[config.mk]
export PLATFORM = sky130hd
export DESIGN_NAME = multiword_adder_seq
export DESIGN_NICKNAME = d
export VERILOG_FILES = /design/src/rtl/multiword_adder_seq_pkg.sv /design/src/rtl/multiword_adder_seq_hc16.sv /design/src/rtl/multiword_adder_seq.sv
export SDC_FILE = /design/constraint.sdc
export NUM_CORES = 1
export LEC_CHECK = 0
export ABC_AREA = 1
export ABC_CLOCK_PERIOD_IN_PS = 9700
export CORE_UTILIZATION = 52
export CTS_CLUSTER_SIZE = 12
export DETAILED_ROUTE_END_ITERATION = 12
export PLACE_DENSITY_LB_ADDON = 0.2
export SETUP_SLACK_MARGIN = 0.1
export SYNTH_ARGS = -nofsm -noshare
export SYNTH_HDL_FRONTEND = slang
export SYNTH_SLANG_ARGS = --single-unit
[constraint.sdc]
create_clock -name clk -period 9.7 [get_ports clk]
set_clock_uncertainty 0.1 [all_clocks]
set_input_delay 1.94 -clock clk [delete_from_list [all_inputs] [get_ports clk]]
set_output_delay 1.94 -clock clk [all_outputs]
set_load 0.02 [all_outputs]
[src/rtl/multiword_adder_seq_pkg.sv]
// Shared definitions for the sequential multi-word adder: slice width,
// controller states and the slice-index width helper.
package multiword_adder_seq_pkg;

    localparam int WORD_W = 16;

    typedef enum logic [1:0] {
        IDLE = 2'd0,
        RUN  = 2'd1,
        DONE = 2'd2
    } state_t;

    // Index register width; never narrower than one bit.
    function automatic int idx_width(input int num_words);
        return (num_words <= 2) ? 1 : $clog2(num_words);
    endfunction

    // Two's-complement overflow from operand and result sign bits.
    function automatic logic signed_ovf(input logic a_msb, input logic b_msb, input logic s_msb);
        return (a_msb & b_msb & ~s_msb) | (~a_msb & ~b_msb & s_msb);
    endfunction

endpackage

[src/rtl/multiword_adder_seq_hc16.sv]
// 16-bit Han-Carlson prefix adder: Kogge-Stone tree on odd bits, one extra
// level resolves the even bits. Carry-in is folded into bit 0's generate.
module multiword_adder_seq_hc16 (
    input  logic [15:0] A,
    input  logic [15:0] B,
    input  logic        Cin,
    output logic [15:0] Sum,
    output logic        Cout
);

    logic [4:0][15:0] g_s;
    logic [4:0][15:0] p_s;
    logic [15:0]      gf_s;

    assign p_s[0] = A ^ B;
    assign g_s[0] = (A & B) | {15'd0, (A[0] ^ B[0]) & Cin};

    // Combining a node with itself is a no-op, so unused positions point at i.
    for (genvar l = 0; l < 4; l++) begin : g_lvl
        for (genvar i = 0; i < 16; i++) begin : g_bit
            localparam int D = 1 << l;
            localparam int J = ((i % 2 == 1) && (i >= D)) ? (i - D) : i;
            assign g_s[l+1][i] = g_s[l][i] | (p_s[l][i] & g_s[l][J]);
            assign p_s[l+1][i] = p_s[l][i] & p_s[l][J];
        end
    end

    for (genvar i = 0; i < 16; i++) begin : g_even
        localparam int J = ((i % 2 == 0) && (i >= 2)) ? (i - 1) : i;
        assign gf_s[i] = g_s[4][i] | (p_s[4][i] & g_s[4][J]);
    end

    assign Sum  = p_s[0] ^ {gf_s[14:0], Cin};
    assign Cout = gf_s[15];

endmodule

[src/rtl/multiword_adder_seq.sv]
// Sequential wide adder/subtractor: streams 16-bit slices LSB first through
// one prefix adder, rippling the carry through a register between cycles.
module multiword_adder_seq
    import multiword_adder_seq_pkg::*;
#(
    parameter int NUM_WORDS = 4
) (
    input  logic                          clk,
    input  logic                          rst,
    input  logic                          in_valid,
    output logic                          in_ready,
    input  logic [NUM_WORDS*WORD_W-1:0]   in_a,
    input  logic [NUM_WORDS*WORD_W-1:0]   in_b,
    input  logic                          in_cin,
    input  logic                          in_sub,
    output logic                          out_valid,
    input  logic                          out_ready,
    output logic [NUM_WORDS*WORD_W-1:0]   out_sum,
    output logic                          out_cout,
    output logic                          out_ovf
);

    localparam int W     = NUM_WORDS * WORD_W;
    localparam int IDX_W = idx_width(NUM_WORDS);
    localparam logic [IDX_W-1:0] LAST_IDX = IDX_W'(NUM_WORDS - 1);
    localparam logic [IDX_W-1:0] IDX_ONE  = IDX_W'(1);

    state_t             state_r;
    state_t             state_nxt_s;
    logic [W-1:0]       a_r;
    logic [W-1:0]       b_r;
    logic               carry_r;
    logic [IDX_W-1:0]   idx_r;
    logic [WORD_W-1:0]  slice_a_s;
    logic [WORD_W-1:0]  slice_b_s;
    logic [WORD_W-1:0]  slice_sum_s;
    logic               slice_cout_s;
    logic               last_s;

    assign slice_a_s = a_r[idx_r*WORD_W +: WORD_W];
    assign slice_b_s = b_r[idx_r*WORD_W +: WORD_W];
    assign last_s    = (idx_r == LAST_IDX);

    multiword_adder_seq_hc16 u_hc16 (
        .A    (slice_a_s),
        .B    (slice_b_s),
        .Cin  (carry_r),
        .Sum  (slice_sum_s),
        .Cout (slice_cout_s)
    );

    // State register
    always_ff @(posedge clk or posedge rst) begin
        if (rst) begin
            state_r <= IDLE;
        end else begin
            state_r <= state_nxt_s;
        end
    end

    // Next-state logic
    always_comb begin
        state_nxt_s = state_r;
        case (state_r)
            IDLE:    if (in_valid)  state_nxt_s = RUN;  else state_nxt_s = IDLE;
            RUN:     if (last_s)    state_nxt_s = DONE; else state_nxt_s = RUN;
            DONE:    if (out_ready) state_nxt_s = IDLE; else state_nxt_s = DONE;
            default: state_nxt_s = IDLE;
        endcase
    end

    // Handshake outputs decoded from the state register
    always_comb begin
        in_ready  = 1'b0;
        out_valid = 1'b0;
        case (state_r)
            IDLE:    in_ready  = 1'b1;
            RUN:     in_ready  = 1'b0;
            DONE:    out_valid = 1'b1;
            default: in_ready  = 1'b0;
        endcase
    end

    // Operand capture and per-slice result accumulation; operands load only on accept
    always_ff @(posedge clk or posedge rst) begin
        if (rst) begin
            a_r      <= '0;
            b_r      <= '0;
            carry_r  <= 1'b0;
            idx_r    <= '0;
            out_sum  <= '0;
            out_cout <= 1'b0;
            out_ovf  <= 1'b0;
        end else begin
            case (state_r)
                IDLE: begin
                    if (in_valid) begin
                        a_r     <= in_a;
                        b_r     <= in_sub ? ~in_b : in_b;
                        carry_r <= in_sub ? 1'b1 : in_cin;
                        idx_r   <= '0;
                    end
                end
                RUN: begin
                    out_sum[idx_r*WORD_W +: WORD_W] <= slice_sum_s;
                    carry_r <= slice_cout_s;
                    idx_r   <= idx_r + IDX_ONE;
                    if (last_s) begin
                        out_cout <= slice_cout_s;
                        out_ovf  <= signed_ovf(a_r[W-1], b_r[W-1], slice_sum_s[WORD_W-1]);
                    end
                end
                default: begin
                end
            endcase
        end
    end

endmodule

---- After elaboration in Yosys (flattened, before gate mapping) ----
Index checks and enable logic that the tools add are counted.
operators by class
  bitwise gates (word level) .............. 200
  $add $sub $neg .......................... 2
  reduce and logical (&&, ||, !) cells .... 5
  shift operators ......................... 4
  multiplexer cells ....................... 13
  equality and inequality tests ........... 4
operator list
  operator                                                                   count
  64-bit by 7-bit indexed part select with 16-bit output                     2
  1-bit bitwise AND                                                          110
  1-bit bitwise OR                                                           81
  64-bit bitwise mux                                                         1
  64-bit 2-to-1 mux                                                          1
  64-bit inverter                                                            1
  16-bit by 34-bit variable shift with 64-bit output (first input constant)  1
  16-bit by 34-bit indexed part select with 64-bit output                    1
  6-bit negation with 34-bit output                                          1
  16-bit bitwise XOR                                                         2
  16-bit bitwise AND                                                         1
  16-bit by 1-bit bitwise OR with 16-bit output                              1
  2-bit 2-to-1 mux                                                           3
  2-bit one-hot mux with 3 select lines                                      1
  2-bit AND reduction                                                        3
  1-bit 2-to-1 mux                                                           5
  2-bit == test (second input constant)                                      2
  2-bit one-hot mux with 2 select lines                                      1
  1-bit inverter                                                             3
  2-bit by 1-bit adder with 2-bit output (second input constant)             1
  2-bit by 1-bit == test with 1-bit output (second input constant)           1
  2-bit zero test                                                            1
  2-bit != test (second input constant)                                      1
  1-bit one-hot mux with 2 select lines                                      1
  2 further kinds                                                            2
storage, ports and cells
  input port bits ......................... 134
  register bits ........................... 199

---- Longest topological paths before layout ----
  word-level depth ........................ 18
  gate-level depth with buffers ........... 20
  depth with buffers taken out ............ 19

---- Cells and area by module ----
A second synthesis with hierarchy kept.
second synthesis, totals
  cell total of the unflattened synthesis .. 1288
  area total of the unflattened synthesis .. 10542.6 um^2
modules (own cells, without submodules)
  module                    cells each  area an instance (um^2)  instances  sequential area each (um^2)
  multiword_adder_seq       1178        9700.6                   1          4979.8
  multiword_adder_seq_hc16  110         842.1                    1          0.0

---- Worst setup path before layout ----
Ideal clock, no wire load.
  kind .................................... reg2reg
  start ................................... reg idx_r[0]
  end ..................................... reg out_ovf
  setup time .............................. 0.123 ns
  clock period less this slack ............ 3.175 ns
  setup slack ............................. 6.525 ns
  path buffers ............................ 3
  data arrival time ....................... 2.952 ns
  required time ........................... 9.477 ns
  stages on the path, launching flop included .. 20
  cells stage by stage .................... dfrtp_1 buf_2 buf_2 clkbuf_1 nor2_1 o22ai_1 fa_1 nand2_1 nand2_1 nand2_1 nand2_1 inv_1 o21bai_1 nand4_1 nand2_1 fa_1 xnor2_1 nor3_1 o21ai_0 nand2_1
on the way
  word-level cells in the longest chain between the ends .. 18
RTL lines
  element                                                                    line                                                  text
  start, declared                                                            multiword_adder_seq.sv:33                             logic [IDX_W-1:0] idx_r;
  start signal, assigned                                                     multiword_adder_seq.sv:107                            idx_r <= idx_r + IDX_ONE;
  64-bit by 7-bit indexed part select with 16-bit output (on tied branches)  multiword_adder_seq.sv:40, multiword_adder_seq.sv:41
  1-bit bitwise XOR                                                          multiword_adder_seq_hc16.sv:16                        assign g_s[0] = (A & B) | {15'd0, (A[0] ^ B[0]) & Cin};
  1-bit bitwise AND                                                          multiword_adder_seq_hc16.sv:16
  16-bit by 1-bit bitwise OR with 16-bit output                              multiword_adder_seq_hc16.sv:16
  1-bit bitwise AND                                                          multiword_adder_seq_hc16.sv:23                        assign g_s[l+1][i] = g_s[l][i] | (p_s[l][i] & g_s[l][J]);
  1-bit bitwise OR                                                           multiword_adder_seq_hc16.sv:23
  1-bit bitwise AND                                                          multiword_adder_seq_hc16.sv:23
  1-bit bitwise OR                                                           multiword_adder_seq_hc16.sv:23
  [... 2 more ...]                                                           -
  1-bit bitwise AND                                                          multiword_adder_seq_hc16.sv:23
  1-bit bitwise OR                                                           multiword_adder_seq_hc16.sv:23
  1-bit bitwise AND                                                          multiword_adder_seq_hc16.sv:30                        assign gf_s[i] = g_s[4][i] | (p_s[4][i] & g_s[4][J]);
  1-bit bitwise OR                                                           multiword_adder_seq_hc16.sv:30
  16-bit bitwise XOR                                                         multiword_adder_seq_hc16.sv:33                        assign Sum = p_s[0] ^ {gf_s[14:0], Cin};
  1-bit inverter                                                             multiword_adder_seq_pkg.sv:20                         return (a_msb & b_msb & ~s_msb) | (~a_msb & ~b_msb & s_msb);
  1-bit bitwise AND                                                          multiword_adder_seq_pkg.sv:20
  1-bit bitwise OR                                                           multiword_adder_seq_pkg.sv:20
  end signal, assigned                                                       multiword_adder_seq.sv:110                            out_ovf <= signed_ovf(a_r[W-1], b_r[W-1], slice_sum_s[WORD_W-1]);
  end, declared                                                              multiword_adder_seq.sv:20                             output logic out_ovf
Parallel ways exist; a longest one is shown, timed or not.
A chain may end at the register's enable or synchronous reset.

---- Worst setup path after layout ----
  start ................................... reg idx_r[1]
  end ..................................... reg out_ovf
Same word-level chain as after synthesis.

==> results.md <==
- The placement row count is 50.
- The root buffer cell chosen for the clock tree is clkbuf_16.
- The headroom to the max-slew limit is 27.53%.
- Setup repair after global routing left no endpoint under its margin.
- The class of the most critical hold timing path is reg -> reg.
- Entering global routing, the biggest net connects 120 pins.
- The worst voltage drop across the vdd grid is 254.0 uV.
- In this run, distinct cell masters in the synthesized netlist total 32.
- Once the clock tree was built, the resizer swapped 0 gates to a different size.
- The pin slew with the least headroom to its limit is 1087 ps.
- Synthesis handed over a netlist of ~1.2k instances.
- The register area is 0.004981 sq mm.
- The power per unit of standard cell area is 380.7 mW/mm^2.
- The final RePlAce weighted congestion is 0.8398.
- The number of optimization iterations in the first detailed-route pass is 5.
- Buffers inserted during clock tree synthesis total 17.
- The Yosys step of the flow raised 0 warnings.
- The final critical path takes up 47.34% of the cycle.
- The synthesized net count is 1316.
- The first global-routing pass estimated slightly above 40000 microns of wire.
- The die is 139.8 microns tall.
- In the layout the commonest cells are nand2_1, clkdlybuf4s50_1, dfrtp_1, o21ai_0, nor2_1.
- The number of global-route vias before repair is 7946.
- The count of nets left with antenna violations once routing finished came out at 0.
- The count of H-tree levels built during CTS is 4.
- Adding up every negative setup slack in the final design gives 0 ps.
- For the worst-skew pair, the clock arrives at the later sink with an insertion delay of 440 ps.
- The area of the placeable core is approximately 0.019 sq mm.
- TritonCTS built the clock tree.
- The final-report max-slew violation count is 0.
- The number of antenna violations at the first check in global routing is 0.
- The area occupied by multi-input gates is 0.004294 sq mm.
- The number of DRC violations after detailed-routing iteration 0 is 571.
- The detailed router placed 8357 vias in this run.
- The kind of end point of the critical path is a flip-flop.
- The total global routing track utilization is 26.75%.
- The most common cell after layout, fill and taps aside is nand2_1.
- The largest buffer count on any clock path is 2.
- The signed area change from the synthesized netlist to the final layout is 25.80%.
- The die width is between 100 and 150 microns.
- The overall die area is 0.01955 sq mm.
- After clock tree synthesis, the flow added hold-fix buffers numbering 0.
- Using the TritonRoute via totals, the vias-per-cell ratio works out to 5.392.
- The effective utilization at floorplan is between 50% and 60%.
- The average detailed-routed wire length per instance is 16.13 microns.
- Clock-pin slew was measured on the worst setup and hold paths at about 70 ps.
- The mapped netlist covers 0.009878 sq mm.
- The number of nets in the layout is 1467.
- After routing the design area is 0.01243 sq mm.
- Counting flops and latches in the post-synthesis netlist gives 199.
- Hold timing on the final database bottoms out at a slack of 369.9 ps.
- The overall routed net length is approximately 25000 microns.
- The number of endpoints with negative hold slack in the final report is 0.
- 202 I/O pins were placed.
- The startpoint type of the worst setup path is a flip-flop.
- The setup path with the least slack is of type reg -> reg.
- The post-CTS setup-driven buffer insertion count is 0.
- For this design the static power due to leakage is 5.652 nW.
- The total congestion overflow is 0.
- Data arrives at the worst endpoint at between 4000 and 5000 ps.
- The clock period minus worst slack is 4592 ps.
- Setup violations remaining at the end of the flow were counted as 0.
- After synthesis, the mean cell area works out to between 8 and 9 sq um.
- The run finished with clean final reports.
- The part of the Yosys area used for sequential elements is approximately half.
- The number of buffer cells added on primary ports is 201.
- The maximum net fanout on the critical path is 39.
- The clock net in this run drives a total of 199 sinks.
- The number of inserted diodes is 0.
- Static timing analysis puts the maximum clock frequency at about 220 MHz.
- After detailed placement, the total cell area comes to 0.01189 sq mm.
- After detailed routing, the number of remaining DRC violations is 0.
- Detailed placement ended at an HPWL of 17450 microns.
- In the final layout, the share of cells above drive strength 1 is 3.799%.
- For the worst setup path, the data required time is 9980 ps.
- Across the run, the number of max-cap violations was 0.
- After filler insertion, the fill cell instance count of the layout stands at 1547.
## through the flow
step	setup slack (ps)	util, %	power [W]	std cells
4_1_cts	5197	66.66	0.004717	1550
6_report	5108	66.66	0.004730	1550
3_5_place_dp	4794	63.75	0.004048	1518
3_3_place_gp	4951	63.75	0.003957	1518
2_1_floorplan	2234	-	0.003104	1152
5_1_grt	4811	66.66	0.005078	1550
## where the power goes
part	switching (W)	internal, W	total (W)
combinational	0.00177	0.000904	0.00268
sequential	0.000206	0.00119	0.00139
clock	0.000329	0.000333	0.000662
## per-layer routing
metal,part of all wire [%],GRT usage (%),up-vias,wire (microns)
li1,-,-,4062,-
met1,44,36.49,3941,10970
met2,48,43.53,319,12010
met3,5.9,4.267,35,1486
met4,2.1,9.312,0,531
met5,0,0,-,0
## cell type report
type                       instances  area share, %
tap                              234          2.356
sequential                       199          40.08
timing repair buffer             207          16.53
clock inverter                    15         0.9364
inverter                          66          2.114
multi-input combinational        812          34.56
clock buffer                      17          3.423
## Yosys cell counts
master	n	area share [%]
a21oi_1	23	1.2
a31oi_1	1	0.063
a32oi_1	10	0.89
and3_1	1	0.063
buf_1	2	0.076
buf_2	43	2.2
buf_4	2	0.15
buf_6	1	0.11
clkbuf_1	26	0.99
clkbuf_2	1	0.051
dfrtp_1	199	50
fa_1	8	1.6
ha_1	22	2.8
inv_1	63	2.4
inv_2	2	0.076
inv_6	1	0.089
nand2_1	318	12
nand2_4	1	0.11
nand3_1	7	0.35
nand3_2	3	0.30
nand4_1	1	0.063
nand4_4	1	0.22
nor2_1	69	2.6
nor3_1	4	0.20
nor3b_4	1	0.19
o21ai_0	180	9.1
o21ai_1	56	2.8
o21bai_1	2	0.15
o22ai_1	15	0.95
o31ai_1	17	1.3
xnor2_1	55	4.9
xor2_1	17	1.5
## sequential cells by signal (all words and copies together), names as in the netlist
register / cells
out_cout: 1
carry_r: 1
a_r: 64
state_r: 2
out_ovf: 1
idx_r: 2
b_r: 64
out_sum: 64
## cell families after synthesis
logic type | after synthesis | share of synthesized area, %
xor+xnor | 72 | 6.384
compound gates | 304 | 16.47
simple gates | 406 | 16.21
fa+ha+maj | 30 | 4.408
flops | 199 | 50.41
buf+inv | 141 | 6.118
## final timing paths
check / from / endpoint / slack, ps / cells after the start
min in group asynchronous: rst / a_r[55] / 1950 / 2
max in group asynchronous: rst / b_r[60] / 5960 / 3
max reg2reg: idx_r[1] / out_ovf / 5110 / 18
min: a_r[30] / a_r[30] / 370 / 2
min reg2reg: a_r[30] / a_r[30] / 370 / 2
max: idx_r[1] / out_ovf / 5110 / 18
## worst max-delay path, cell delays in order, from the launching register on
cell and delay, ps:
dfrtp_1 660, inv_1 530, buf_4 470, a21oi_1 90, a32oi_1 410, ha_1 320
nand2_1 70, inv_1 30, nand2_1 50, nand2_1 60, inv_1 90, o21bai_1 140
nand4_1 110, nand2_1 80, fa_1 380, xnor2_1 520, and3_1 250, o21ai_0 70
nand2_1 60
(Power assumes the default switching activity.)
